## src/rtl/wb_pkg.sv

```systemverilog
// wb_pkg: shared widths, register-zero constant and writeback entry type
package wb_pkg;
  localparam int DATA_W = 32;
  localparam int ADDR_W = 5;
  localparam logic [ADDR_W-1:0] ZERO_REG = '0;
  typedef struct packed {
    logic [ADDR_W-1:0] rd;
    logic [DATA_W-1:0] data;
  } wb_entry_t;
endpackage

```

## src/rtl/wb_fifo.sv

```systemverilog
// wb_fifo: synchronous FIFO of writeback entries; ports clk/rst, push/din, pop/dout, full/empty/count; same-cycle push and pop allowed
module wb_fifo import wb_pkg::*; #(
  parameter int DEPTH = 4,
  parameter type T = wb_entry_t
) (
  input  logic                     clk,
  input  logic                     rst,
  input  logic                     push,
  input  T                         din,
  input  logic                     pop,
  output T                         dout,
  output logic                     full,
  output logic                     empty,
  output logic [$clog2(DEPTH):0]   count
);
  localparam int AW = $clog2(DEPTH);
  T mem [DEPTH];
  logic [AW-1:0] wp, rp;
  logic do_push, do_pop;
  assign full = count == (AW+1)'(DEPTH);
  assign empty = count == '0;
  assign do_pop = pop && !empty;
  assign do_push = push && (!full || do_pop);
  assign dout = mem[rp];
  always_ff @(posedge clk)
    if (do_push) mem[wp] <= din;
  always_ff @(posedge clk) begin
    if (rst) begin
      wp <= '0;
      rp <= '0;
      count <= '0;
    end else begin
      if (do_push) wp <= wp + AW'(1);
      if (do_pop) rp <= rp + AW'(1);
      count <= count + (AW+1)'(do_push) - (AW+1)'(do_pop);
    end
  end
endmodule

```

## src/rtl/reg_writeback_arbiter.sv

```systemverilog
// reg_writeback_arbiter: merges ALU and long-latency results onto one register-file write port, with long-result buffer and pending scoreboard
// Ports: clk_i/rst_i; alu_* fixed-latency source; long_issue_* marks pending; long_* handshaked source;
// wb_* registered write port; rs/rt/rd_addr_i -> *_busy_o scoreboard queries; fifo_count_o; sticky err_o.
// Optional macro WB_LONG_BYPASS_EN: long result goes straight to the write port when FIFO empty and ALU idle.
module reg_writeback_arbiter import wb_pkg::*; #(
  parameter int DATA_W = wb_pkg::DATA_W,
  parameter int ADDR_W = wb_pkg::ADDR_W,
  parameter int FIFO_DEPTH = 4
) (
  input  logic                          clk_i,
  input  logic                          rst_i,
  input  logic                          alu_valid_i,
  input  logic [ADDR_W-1:0]             alu_rd_i,
  input  logic [DATA_W-1:0]             alu_data_i,
  input  logic                          long_issue_i,
  input  logic [ADDR_W-1:0]             long_issue_rd_i,
  input  logic                          long_valid_i,
  output logic                          long_ready_o,
  input  logic [ADDR_W-1:0]             long_rd_i,
  input  logic [DATA_W-1:0]             long_data_i,
  output logic                          wb_we_o,
  output logic [ADDR_W-1:0]             wb_addr_o,
  output logic [DATA_W-1:0]             wb_data_o,
  input  logic [ADDR_W-1:0]             rs_addr_i,
  input  logic [ADDR_W-1:0]             rt_addr_i,
  input  logic [ADDR_W-1:0]             rd_addr_i,
  output logic                          rs_busy_o,
  output logic                          rt_busy_o,
  output logic                          rd_busy_o,
  output logic [$clog2(FIFO_DEPTH):0]   fifo_count_o,
  output logic                          err_o
);
  localparam int NREG = 2**ADDR_W;
  localparam logic [ADDR_W-1:0] ZR = ADDR_W'(ZERO_REG);
  typedef struct packed {
    logic [ADDR_W-1:0] rd;
    logic [DATA_W-1:0] data;
  } entry_t;
  entry_t head;
  logic full, empty, alu_sel, acc_nz, pop, byp, push, clr_en, iss_nz, wr_en, err_n;
  logic [ADDR_W-1:0] clr_rd;
  logic [NREG-1:0] pending, set_mask, clr_mask;
  // ready looks at occupancy before this cycle's pop, so a full buffer stalls the producer
  assign long_ready_o = !rst_i && !full;
  assign alu_sel = alu_valid_i && alu_rd_i != ZR;
  assign acc_nz = long_valid_i && long_ready_o && long_rd_i != ZR;
  assign pop = !alu_sel && !empty;
`ifdef WB_LONG_BYPASS_EN
  assign byp = !alu_sel && empty && acc_nz;
`else
  assign byp = 1'b0;
`endif
  assign push = acc_nz && !byp;
  assign wr_en = alu_sel || pop || byp;
  assign clr_en = pop || byp;
  assign clr_rd = pop ? head.rd : long_rd_i;
  assign iss_nz = long_issue_i && long_issue_rd_i != ZR;
  assign set_mask = NREG'(iss_nz) << long_issue_rd_i;
  assign clr_mask = NREG'(clr_en) << clr_rd;
  assign err_n = (iss_nz && pending[long_issue_rd_i] && !(clr_en && clr_rd == long_issue_rd_i))
              || (alu_sel && pending[alu_rd_i])
              || (acc_nz && !pending[long_rd_i]);
  assign rs_busy_o = pending[rs_addr_i];
  assign rt_busy_o = pending[rt_addr_i];
  assign rd_busy_o = pending[rd_addr_i];
  wb_fifo #(.DEPTH(FIFO_DEPTH), .T(entry_t)) u_fifo (
    .clk(clk_i),
    .rst(rst_i),
    .push(push),
    .din(entry_t'{rd: long_rd_i, data: long_data_i}),
    .pop(pop),
    .dout(head),
    .full(full),
    .empty(empty),
    .count(fifo_count_o)
  );
  always_ff @(posedge clk_i) begin
    if (rst_i) begin
      wb_we_o <= 1'b0;
      wb_addr_o <= '0;
      wb_data_o <= '0;
      pending <= '0;
      err_o <= 1'b0;
    end else begin
      wb_we_o <= wr_en;
      if (wr_en) begin
        wb_addr_o <= alu_sel ? alu_rd_i : pop ? head.rd : long_rd_i;
        wb_data_o <= alu_sel ? alu_data_i : pop ? head.data : long_data_i;
      end
      // set is applied after clear so a same-cycle reissue keeps the register pending
      pending <= (pending & ~clr_mask) | set_mask;
      err_o <= err_o | err_n;
    end
  end
endmodule
```

## config.mk

```make
export PLATFORM = sky130hd
export DESIGN_NAME = reg_writeback_arbiter
export DESIGN_NICKNAME = d
export VERILOG_FILES = /design/src/rtl/wb_pkg.sv /design/src/rtl/wb_fifo.sv /design/src/rtl/reg_writeback_arbiter.sv
export SDC_FILE = /design/constraint.sdc
export NUM_CORES = 1
export LEC_CHECK = 0
export BUFFER_PORTS_ARGS = -buffer_cell sky130_fd_sc_hd__buf_2
export CAP_MARGIN = 25
export CELL_PAD_IN_SITES_DETAIL_PLACEMENT = 1
export CELL_PAD_IN_SITES_GLOBAL_PLACEMENT = 1
export CORE_MARGIN = 5
export CORE_UTILIZATION = 42
export CTS_BUF_LIST = sky130_fd_sc_hd__clkbuf_4 sky130_fd_sc_hd__clkbuf_8 sky130_fd_sc_hd__clkbuf_16
export DETAILED_ROUTE_END_ITERATION = 6
export PLACE_DENSITY_LB_ADDON = 0.1
export SYNTH_ARGS = -nofsm -noshare
export SYNTH_HDL_FRONTEND = slang
export SYNTH_SLANG_ARGS = --single-unit
```

## constraint.sdc

```tcl
create_clock -name clk_i -period 2.8 [get_ports clk_i]
set_input_delay 0.28 -clock clk_i [delete_from_list [all_inputs] [get_ports clk_i]]
set_output_delay 0.28 -clock clk_i [all_outputs]
set_load 0.005 [all_outputs]
```

==> results_dict.tcl <==
set metrics [dict create \
    run_status "finished, final reports clean" \
    grt_overflow_total 0 \
    first_pass_grt_wire_length_mm 48.4 \
    max-slew-margin-rel_pct 37.6 \
    clkTransAtPathRegs_ps 60 \
    antenna_found_initial 2 \
    finalNetCount 1027 \
    worst-endpoint-arrival_ps 2340 \
    totalWireLength_mm 31.3 \
    worst-r2r-cell-count 10 \
    timing_hold_violations_final 0 \
    finalCoreUtilization_pct 52.0 \
    worst_skew_pair.late_latency_ps 530 \
    post_synth_main_area_contributors "edfxtp_1, mux4_2, dfxtp_1" \
    fin_cells 1264 \
    hold_class "input pin to flop" \
    total_leakage_power_nw 4.45 \
    finalPower_w 0.00941 \
    post_synth_num_cell_types 45 \
    finalCritPeriodShare_pct 93.7 \
    layout.area.seq_mm2 0.00605 \
    required_ps 2520 \
    grtUsageTotal_pct 21.9 \
    placement.io_buffers 144 \
    ys_ff_latch 228 \
    cts_made_buffers 25 \
    post-synth-top-area-cell "edfxtp_1" \
    drv_cap 0 \
    die_w_um 167 \
    whs_path_depth 3 \
    syn_inst 752 \
    multiInputGateArea_mm2 0.00410 \
    floorplan.initialDensity_pct 42.7 \
    synth.yosys.seq_area_share_pct 58.2 \
    routed_via_density 5.84 \
    cts.repair.resized 0 \
    final.hold.worst_slack_ps 44.9 \
    drt-initial-drc-count 518 \
    drc 0 \
    cts_hold_buffers 32 \
    clock_tree.root_cell "clkbuf_16" \
    r2r_start "u_fifo.count[2]" \
    cts_sinks 228 \
    syn_nets 858 \
    cell_area_synth_mm2 0.0104 \
    via_count_of_the_first_global_routing_pass 8177 \
    worstSetupStartpoint "pending[29]" \
    drv_slew 0 \
    place.detailed.instances 1186 \
    synth_warnings 0 \
    fill_cells 2458 \
    crit_path_start_kind "flop" \
    worst_hold_startpoint "alu_data_i[11]" \
    gpl.final_weighted_congestion 0.890 \
    core-area_mm2 0.0243 \
    die_height_um 167 \
    skew_ps 15.4 \
    setup_total_negative_slack_ps 0 \
    place.detailed.hpwl_mm 20.5 \
    pin_count_of_the_biggest_net_entering_global_routing 80 \
    boundaryPins 145 \
    cp-end-kind "output pin" \
    ant_nets 0 \
    avgSynthCellArea_um2 13.8 \
    fraction_of_layout_cells_with_a_size_suffix_above_1_pct 33.2 \
    via_count 7386 \
    layout_min_cycle_time_ps 2620 \
    synthMostInstantiatedCell "edfxtp_1" \
    max_slew.worst_pin.slew_ps 931 \
    rsz0062_at_grt "no" \
    route.detailed.wl_per_inst_um 24.8 \
    area_growth_syn_to_layout_pct 21.8 \
    vdd_ir_max_mv 0.460 \
    achievable-frequency_mhz 381 \
    row_count 57 \
    p_per_area_mw_per_mm2 745 \
    ctsHtreeMaxLevel 1 \
    post-cts-setup-buffer-count 0 \
    netlist_top_cells_count "edfxtp_1, nand2_1, mux4_2, dfxtp_1, nor2_1" \
    ys_dominant_reg_cell "edfxtp_1" \
    ctsLongestPathBuffers 3 \
    synth-edff-count 148 \
    report.final.setup_viol 0 \
    async_flop_share_pct 0 \
    criticalPathCategory "flop to output pin" \
    die_area_mm2 0.0280 \
    synth_top_area_share_pct 42.8 \
    drt_pass1_iterations 4 \
    crit_path_max_fanout 7 \
    cts_tree "built" \
]
==> per-stage QoR <==
stage / setup slack (ps) / cell area, um^2
floorplan: 306 / 10400
global placement: 507 / 11500
detailed placement: 413 / 11500
CTS: 166 / 12600
global route: 113 / 12600
finish: 175 / 12600
==> worst max-delay path, stage by stage, from the launching register on <==
cell	delay [ps]
dfxtp_1	450
mux4_2	500
mux4_2	470
mux2_2	280
buf_2	130
==> placed cells by master, fill, tap and decap left out, drive strengths merged, types with 2 or more instances in the layout <==
master       synthesis  routed
a2111oi              2       2
a21oi               36      36
a311oi              35      35
a31oi                7       7
and2                 6       6
and3                 5       5
buf                 13     163
clkbuf              40      36
clkinv               0       6
dfxtp               80      80
dlygate4sd3          0      32
edfxtp             148     148
ha                   6       6
inv                 10      11
mux2                 4       4
mux2i                4       4
mux4                92      92
nand2              128     128
nand3                6       6
nand3b               3       3
nor2                50      50
nor2b                6       6
nor3                 7       7
nor3b                5       5
o21ai               33      33
o31ai                3       3
or3                  2       2
xnor2                5       5
xor2                 4       4
==> final cells by class <==
type | count | share of cell area [%]
multi-input cells | 461 | 32.4
clock inverters | 9 | 0.584
clock buffers | 36 | 5.75
well taps | 324 | 3.21
flip-flops and latches | 228 | 47.8
diodes | 1 | 0.0198
repair buffers | 195 | 9.86
inverters | 10 | 0.297
==> power breakdown <==
part	internal [W]	switching [W]
registers	0.00385	0.000150
logic	0.000873	0.00135
clock network	0.00189	0.00130
total	0.00662	0.00279
==> layer usage <==
layer  vias to the layer above  global-route usage [%]  part of all wire (%)
met2                       260                    38.2                    50
met5                         -                       0                     0
li1                       3263                       -                     -
met1                      3794                    28.0                    40
met3                        69                    3.87                   5.8
met4                         0                    6.88                   3.3
==> worst paths after layout <==
kind	slack (ps)	end
min reg2reg	480	wb_data_o[28]
max	180	rt_busy_o
min	40	wb_data_o[11]
max reg2reg	430	u_fifo.count[2]
==> state kept, by name, indices dropped and copies added (netlist names), named ones only <==
name and cells:
wb_we_o 1, pending 32, u_fifo.rp 2, u_fifo.count 3
wb_addr_o 5, u_fifo.wp 2, err_o 1, wb_data_o 32
u_fifo.mem 148
==> logic make-up (layout without fill, tap and decap cells) <==
family / after synthesis / after routing / share of synthesized area [%]
buffers and inverters: 63 / 250 / 2.43
DFF: 228 / 228 / 58.2
muxes: 100 / 100 / 20.8
and+or+nand+nor: 224 / 224 / 9.31
adders and majority gates: 7 / 7 / 0.916
other: 0 / 1 / 0
AOI/OAI and AO/OA: 121 / 121 / 7.56
xor gates and xnor gates: 9 / 9 / 0.759
Power figures use the tool's default switching activity.
